### src/rtl/fetch_stage_if.sv
// Instruction-memory request/response bundle between the fetch stage and instruction memory.
// One request outstanding at most; the response strobe arrives one or more cycles later.
interface fetch_stage_if #(
  parameter int unsigned ADDR_W  = 32,
  parameter int unsigned INSTR_W = 32
);
  logic               IMemReq;
  logic [ADDR_W-1:0]  IMemAddr;
  logic [INSTR_W-1:0] IMemRdata;
  logic               IMemValid;

  modport master (
    output IMemReq,
    output IMemAddr,
    input  IMemRdata,
    input  IMemValid
  );

  modport slave (
    input  IMemReq,
    input  IMemAddr,
    output IMemRdata,
    output IMemValid
  );
endinterface

### src/rtl/fetch_stage.sv
// Instruction fetch stage: owns PCF, keeps one instruction-memory request in flight and
// drives the IF/ID register, turning memory latency into bubbles rather than stalls.
module fetch_stage #(
  parameter int unsigned       ADDR_W   = 32,
  parameter int unsigned       INSTR_W  = 32,
  parameter logic [ADDR_W-1:0] RESET_PC = '0
) (
  input  logic               clk,
  input  logic               rst,
  input  logic               StallF,
  input  logic               StallD,
  input  logic               FlushD,
  input  logic               BranchTakenE,
  input  logic [ADDR_W-1:0]  ALUResultE,
  input  logic               PCSrcW,
  input  logic [ADDR_W-1:0]  ResultW,
  fetch_stage_if.master      imem,
  output logic [INSTR_W-1:0] InstrD,
  output logic [ADDR_W-1:0]  PCPlus4D,
  output logic               ValidD
);

  typedef enum logic [1:0] {StReq, StWait, StHold} state_e;

  state_e             state_q, state_d;
  logic [ADDR_W-1:0]  pc_q, pc_d;
  logic [ADDR_W-1:0]  pend_q, pend_d;
  logic               discard_q, discard_d;
  logic [INSTR_W-1:0] buf_q, buf_d;
  logic [ADDR_W-1:0]  buf_pc_q, buf_pc_d;
  logic [INSTR_W-1:0] instr_q, instr_d;
  logic [ADDR_W-1:0]  pc4_q, pc4_d;
  logic               valid_q, valid_d;

  logic               redirect;
  logic [ADDR_W-1:0]  target;
  logic               keep_rsp;
  logic               req;
  logic               deliver;
  logic [INSTR_W-1:0] dlv_instr;
  logic [ADDR_W-1:0]  dlv_pc4;

  always_comb begin
    redirect  = BranchTakenE | PCSrcW;
    target    = BranchTakenE ? ALUResultE : ResultW;
    // A response is only worth keeping if nothing has made it stale.
    keep_rsp  = imem.IMemValid & ~discard_q & ~redirect & ~FlushD;

    state_d   = state_q;
    pend_d    = pend_q;
    discard_d = discard_q;
    buf_d     = buf_q;
    buf_pc_d  = buf_pc_q;
    req       = 1'b0;
    deliver   = 1'b0;
    dlv_instr = '0;
    dlv_pc4   = '0;

    unique case (state_q)
      StReq: begin
        if (!redirect && !StallF) begin
          req     = 1'b1;
          pend_d  = pc_q;
          state_d = StWait;
        end
      end
      StWait: begin
        if (imem.IMemValid) begin
          discard_d = 1'b0;
          if (!keep_rsp) begin
            state_d = StReq;
          end else if (StallD) begin
            buf_d    = imem.IMemRdata;
            buf_pc_d = pend_q + ADDR_W'(4);
            state_d  = StHold;
          end else begin
            deliver   = 1'b1;
            dlv_instr = imem.IMemRdata;
            dlv_pc4   = pend_q + ADDR_W'(4);
            // Back-to-back issue keeps latency-1 memory at full throughput.
            if (!StallF) begin
              req    = 1'b1;
              pend_d = pc_q;
            end else begin
              state_d = StReq;
            end
          end
        end else if (redirect) begin
          discard_d = 1'b1;
        end
      end
      StHold: begin
        if (redirect || FlushD) begin
          buf_d    = '0;
          buf_pc_d = '0;
          state_d  = StReq;
        end else if (!StallD) begin
          deliver   = 1'b1;
          dlv_instr = buf_q;
          dlv_pc4   = buf_pc_q;
          state_d   = StReq;
        end
      end
      default: state_d = StReq;
    endcase

    if (redirect) begin
      pc_d = target;
    end else if (req) begin
      pc_d = pc_q + ADDR_W'(4);
    end else begin
      pc_d = pc_q;
    end

    instr_d = instr_q;
    pc4_d   = pc4_q;
    valid_d = valid_q;
    if (deliver) begin
      instr_d = dlv_instr;
      pc4_d   = dlv_pc4;
      valid_d = 1'b1;
    end else if (FlushD || !StallD) begin
      instr_d = '0;
      pc4_d   = '0;
      valid_d = 1'b0;
    end
  end

  always_ff @(posedge clk or posedge rst) begin
    if (rst) begin
      state_q   <= StReq;
      pc_q      <= RESET_PC;
      pend_q    <= '0;
      discard_q <= 1'b0;
      buf_q     <= '0;
      buf_pc_q  <= '0;
      instr_q   <= '0;
      pc4_q     <= '0;
      valid_q   <= 1'b0;
    end else begin
      state_q   <= state_d;
      pc_q      <= pc_d;
      pend_q    <= pend_d;
      discard_q <= discard_d;
      buf_q     <= buf_d;
      buf_pc_q  <= buf_pc_d;
      instr_q   <= instr_d;
      pc4_q     <= pc4_d;
      valid_q   <= valid_d;
    end
  end

  assign imem.IMemReq  = req & ~rst;
  assign imem.IMemAddr = pc_q;
  assign InstrD        = instr_q;
  assign PCPlus4D      = pc4_q;
  assign ValidD        = valid_q;

endmodule

### src/flat_wrapper.sv
// flat-port wrapper written by rule: the top's interface ports become plain ports
module fetch_stage_flat 
#(
  parameter int unsigned       ADDR_W   = 32,
  parameter int unsigned       INSTR_W  = 32,
  parameter logic [ADDR_W-1:0] RESET_PC = '0
)
  (clk, rst, StallF, StallD, FlushD, BranchTakenE, ALUResultE, PCSrcW, ResultW, InstrD, PCPlus4D, ValidD, imem_IMemReq, imem_IMemAddr, imem_IMemRdata, imem_IMemValid);
  fetch_stage_if #(.ADDR_W(ADDR_W), .INSTR_W(INSTR_W)) imem_i ();
  input  logic clk;
  input  logic rst;
  input  logic StallF;
  input  logic StallD;
  input  logic FlushD;
  input  logic BranchTakenE;
  input  logic [ADDR_W-1:0] ALUResultE;
  input  logic PCSrcW;
  input  logic [ADDR_W-1:0] ResultW;
  output logic [INSTR_W-1:0] InstrD;
  output logic [ADDR_W-1:0] PCPlus4D;
  output logic ValidD;
  output wire logic [$bits(imem_i.IMemReq)-1:0] imem_IMemReq;
  output wire logic [$bits(imem_i.IMemAddr)-1:0] imem_IMemAddr;
  input wire logic [$bits(imem_i.IMemRdata)-1:0] imem_IMemRdata;
  input wire logic [$bits(imem_i.IMemValid)-1:0] imem_IMemValid;
  assign imem_IMemReq = imem_i.IMemReq;
  assign imem_IMemAddr = imem_i.IMemAddr;
  assign imem_i.IMemRdata = imem_IMemRdata;
  assign imem_i.IMemValid = imem_IMemValid;
  fetch_stage #(.ADDR_W(ADDR_W), .INSTR_W(INSTR_W), .RESET_PC(RESET_PC)) u_core (.clk(clk), .rst(rst), .StallF(StallF), .StallD(StallD), .FlushD(FlushD), .BranchTakenE(BranchTakenE), .ALUResultE(ALUResultE), .PCSrcW(PCSrcW), .ResultW(ResultW), .imem(imem_i), .InstrD(InstrD), .PCPlus4D(PCPlus4D), .ValidD(ValidD));
endmodule
### config.mk
export PLATFORM = sky130hd
export DESIGN_NAME = fetch_stage_flat
export DESIGN_NICKNAME = d
export VERILOG_FILES = /design/src/rtl/fetch_stage_if.sv /design/src/rtl/fetch_stage.sv /design/src/flat_wrapper.sv
export SDC_FILE = /design/constraint.sdc
export NUM_CORES = 1
export LEC_CHECK = 0
export CAP_MARGIN = 20
export CORE_ASPECT_RATIO = 1.25
export CORE_UTILIZATION = 46
export DETAILED_ROUTE_END_ITERATION = 8
export PLACE_DENSITY_LB_ADDON = 0.1
export SLEW_MARGIN = 20
export SYNTH_ARGS = -nofsm -noshare
export SYNTH_HDL_FRONTEND = slang
export SYNTH_SLANG_ARGS = --single-unit
### constraint.sdc
create_clock -name clk -period 8.2 [get_ports clk]
set_input_delay 2.46 -clock clk [delete_from_list [all_inputs] [get_ports clk]]
set_output_delay 2.46 -clock clk [all_outputs]
set_load 0.01 [all_outputs]
==> key figures <==
Routing
  – Initial drt markers: between 400 and 500
  – DR WL/cell: approximately 18 um
  – DR DRC count: 0
  – Vias: 8004
  – Post-DR vias/cell: 5.597
  – Antenna-violating nets left: 0
  – Drt first pass iters: 5
  – Final wirelength: 25120 um

Critical path
  – RR Startpoint: u_core.state_q[1]
  – Crit path max fanout: 12
  – Reg2reg end: u_core.buf_pc_q[15]
  – CP Class: input pin to primary output
  – WP data required: between 5 and 6 ns
  – Crit path arrival time: just under 5 ns
  – CP endpoint kind: primary output
  – Worst r2r path cells: 9
  – Worst Setup Start Kind: input pin
  – Flop2flop setup slack: around 5.3 ns

Placement
  – Final HPWL DP: approximately 17000 um
  – GPL Wtd Cong: between 0.8 and 0.9
  – I/O Buffers: 201
  – Setup WS pre-CTS: a little over 0.9 ns

Yosys
  – Largest family of logic cells by synthesized area: simple AND/OR/NAND/NOR gates
  – Cell taking the most area after synthesis: dfrtp_1
  – Register area share after synthesis: 52.05%
  – Post-Synthesis Cells: 983
  – Yosys reg bits: between 150 and 200
  – YS warnings: 0
  – Post-Synth Adder-Cell Area: less than 1%
  – Simple logic cell fraction of the synthesized area: between 10% and 20%
  – Top cell type's share of synthesized area: a little over half
  – Number of flops mapped to enable cells by yosys: 0
  – XOR/XNOR share of the synthesized area: under 10%
  – Post-Syn Area: ~9400 um2
  – Async set-or-reset flop fraction in the synthesized netlist: 100.0%
  – Mux cell area share after synthesis: between 4 and 5%
  – Post-synthesis compound-gate area fraction: roughly 17%
  – Mean Syn Cell Area: approximately 9.6 um2
  – Distinct cell type count after synthesis: 62
  – Mapped Nets: approximately 1100
  – Synth Flop Type: dfrtp_1
  – Top cells by area, synth: dfrtp_1 52%, nand2_1 7.6%, o21ai_0 5.0%

Clock tree
  – Resized Gates After CTS: 0
  – Worst skew pair latency: approximately 0.43 ns
  – CTS Hold Buffers Added: 0
  – CTS H-tree depth: 4
  – CTS tree: done
  – CTS buffer count: 17
  – CTS sink cnt: slightly below 200
  – Clk slew on worst S/H paths: ~0.070 ns
  – Number of setup buffers added after CTS: 0
  – Max clock buf depth: 2
  – Root Driver: clkbuf_16

Final layout
  – Layout cells sized above 1: around 8.4%
  – Register cell area after layout: 4905 um2
  – Multi-input logic area: about 4200 um2
  – Nets@finish: around 1300
  – Syn-to-layout area delta: 29.27%
  – Final core occ: between 60% and 70%
  – Fillers: 1800
  – Antenna fix cells: 0

STA
  – Final hold viol count: 0
  – Crit share post-route: around 90%
  – Minimum clock period: around 7.3 ns
  – WHS: approximately 0.47 ns
  – Slew Viols, Final: 0
  – Final worst slack: roughly 0.93 ns
  – Clock Skew: between 0.01 and 0.015 ns
  – Tightest Pin Transition: a little over 1 ns
  – Slew headroom: between 30% and 40%
  – FMAX: 0.1376 GHz
  – Post-Route Setup TNS: 0 ns
  – RSZ-0062 raised after global routing: false
  – Final setup fails: 0

Hold path
  – Hold Path Stages: 2
  – Hold EP: u_core.buf_q[12]
  – Worst min-delay path category: register to register
  – Min-delay src: u_core.buf_q[12]

Power and ir drop
  – Max rail drop VDD: around 170 uV
  – Clock power share: approximately 28%
  – Lkg Pwr: 5.015 nW
  – Pint: slightly below 2 mW
  – Cell area power density: 234.6 nW/um2
  – Flop pwr share: approximately half
  – Total power: roughly 2.9 mW
  – Psw: approximately 0.91 mW
  – Combinational fraction of design power: about 22%
  – Sw frac: 31.80%

Global routing
  – Tot GR Track Use: about a quarter
  – Largest net degree at the start of global routing: roughly 130
  – Global-route wire length before repair: 41090 um
  – Initial antenna violation count: 0
  – Number of global-route vias before repair: roughly 7900
  – GRT overflow: 0

Floorplanning
  – Io pins: roughly 200
  – Die W: 130.0 um
  – Initial Util: between 40% and 50%
  – Core area: 20100 um2
  – Total die area: between 20000 and 25000 um2
  – Die height: between 150 and 200 um
  – Cell Rows: just under 60

Run status
  – Outcome: completed

Job
  – Max-Cap Viols: 0
[synthesized netlist by cell type (13+ instances only)]
| library cell | count |
|---|---|
| dfrtp_1 | 196 |
| nand2_1 | 191 |
| o21ai_0 | 94 |
| a22oi_1 | 62 |
| nand4_1 | 51 |
| clkbuf_1 | 46 |
| a21oi_1 | 37 |
| mux2_2 | 32 |
| nor2_1 | 31 |
| xor2_1 | 25 |
| nand3_1 | 23 |
| nor3_1 | 17 |
| xnor2_1 | 16 |
| nor2b_1 | 15 |
| buf_2 | 14 |
| inv_1 | 14 |
| a211oi_1 | 13 |
[sequential cells by signal (all words and copies together) (netlist names)]
signal                flops
u_core.state_q            2
u_core.buf_pc_q          32
u_core.PCPlus4D          32
u_core.buf_q             32
u_core.InstrD            32
u_core.discard_q          1
u_core.ValidD             1
u_core.pend_q            32
u_core.imem.IMemAddr     32
[cells by family (layout without fill, tap and decap cells)]
kind of cell | Yosys count | count (layout)
AOI/OAI and AO/OA | 254 | 254
xor gates and xnor gates | 41 | 41
adders and majority gates | 5 | 5
buffers and inverters | 83 | 260
DFF | 196 | 196
muxes | 38 | 38
and+or+nand+nor | 366 | 366
[power by group through the flow]
stage          clock (mW)  sequential, mW  combinational [mW]
2_1_floorplan           0            1.38               0.432
5_1_grt             0.860            1.45               0.714
6_report            0.807            1.41               0.638
3_3_place_gp            0            1.42               0.619
3_5_place_dp            0            1.43               0.636
4_1_cts             0.821            1.41               0.641
[layer usage]
layer  track usage [%]  part of all wire [%]  vias to the layer above
met5                 0                     0                        -
met4             8.879                   1.9                        0
met3             3.755                   5.8                       34
met2             41.15                    50                      327
met1             32.96                    42                     3797
li1                  -                     -                     3846
[cells in the final DEF (no fill, tap or decap), types with 3 or more instances in the layout]
cell type	instances
mux2i_1	6
xnor2_1	16
nor2b_1	14
a221o_1	3
inv_6	4
nor2_1	30
o21ai_0	94
ha_1	5
buf_4	13
and4_1	5
a21oi_1	37
a22oi_1	62
clkdlybuf4s50_1	199
o221ai_1	3
clkinvlp_4	4
xor2_1	25
and3_1	8
o31ai_1	9
o41ai_1	3
nor3_1	15
clkbuf_16	17
mux2_2	32
inv_1	13
nand2_1	191
nand3_1	23
or2_2	4
clkinv_4	3
o21ai_1	6
dfrtp_1	196
nand4_1	51
or3_1	6
a311oi_1	3
a211oi_1	13
[metrics by stage]
stage	area [um2]	instances
final	12180	1430
after detailed placement	11610	1399
after global placement	11610	1399
after floorplan	9423	983
after global routing	12180	1430
after CTS	12180	1430
[critical path, stage by stage]
cell             delay (ns)
clkdlybuf4s50_1        0.64
nor3_1                 0.37
nand2_1                0.28
a21o_1                 0.22
buf_4                  0.19
nor2_1                 0.10
clkdlybuf4s50_1        0.54
[worst max path at each step]
stage / slack (ns) / endpoint / cells past startpoint / startpoint
after floorplan: 0.40 / u_core.InstrD[0] / 1 / rst
after global placement: 0.97 / imem_IMemReq / 7 / PCSrcW
after detailed placement: 0.92 / imem_IMemReq / 7 / PCSrcW
after CTS: 0.90 / imem_IMemReq / 7 / PCSrcW
after global routing: 0.80 / imem_IMemReq / 7 / PCSrcW
final: 0.93 / imem_IMemReq / 7 / PCSrcW
[final cells by class]
class	count	area share, %
Clock buffer	18	3.606
Clock inverter	13	1.037
Inverter	15	0.5239
Multi-Input combinational cell	704	34.56
Sequential cell	196	40.27
Tap cell	270	2.774
Timing Repair Buffer	214	17.24
No activity file was read; power rests on OpenSTA's default activity.
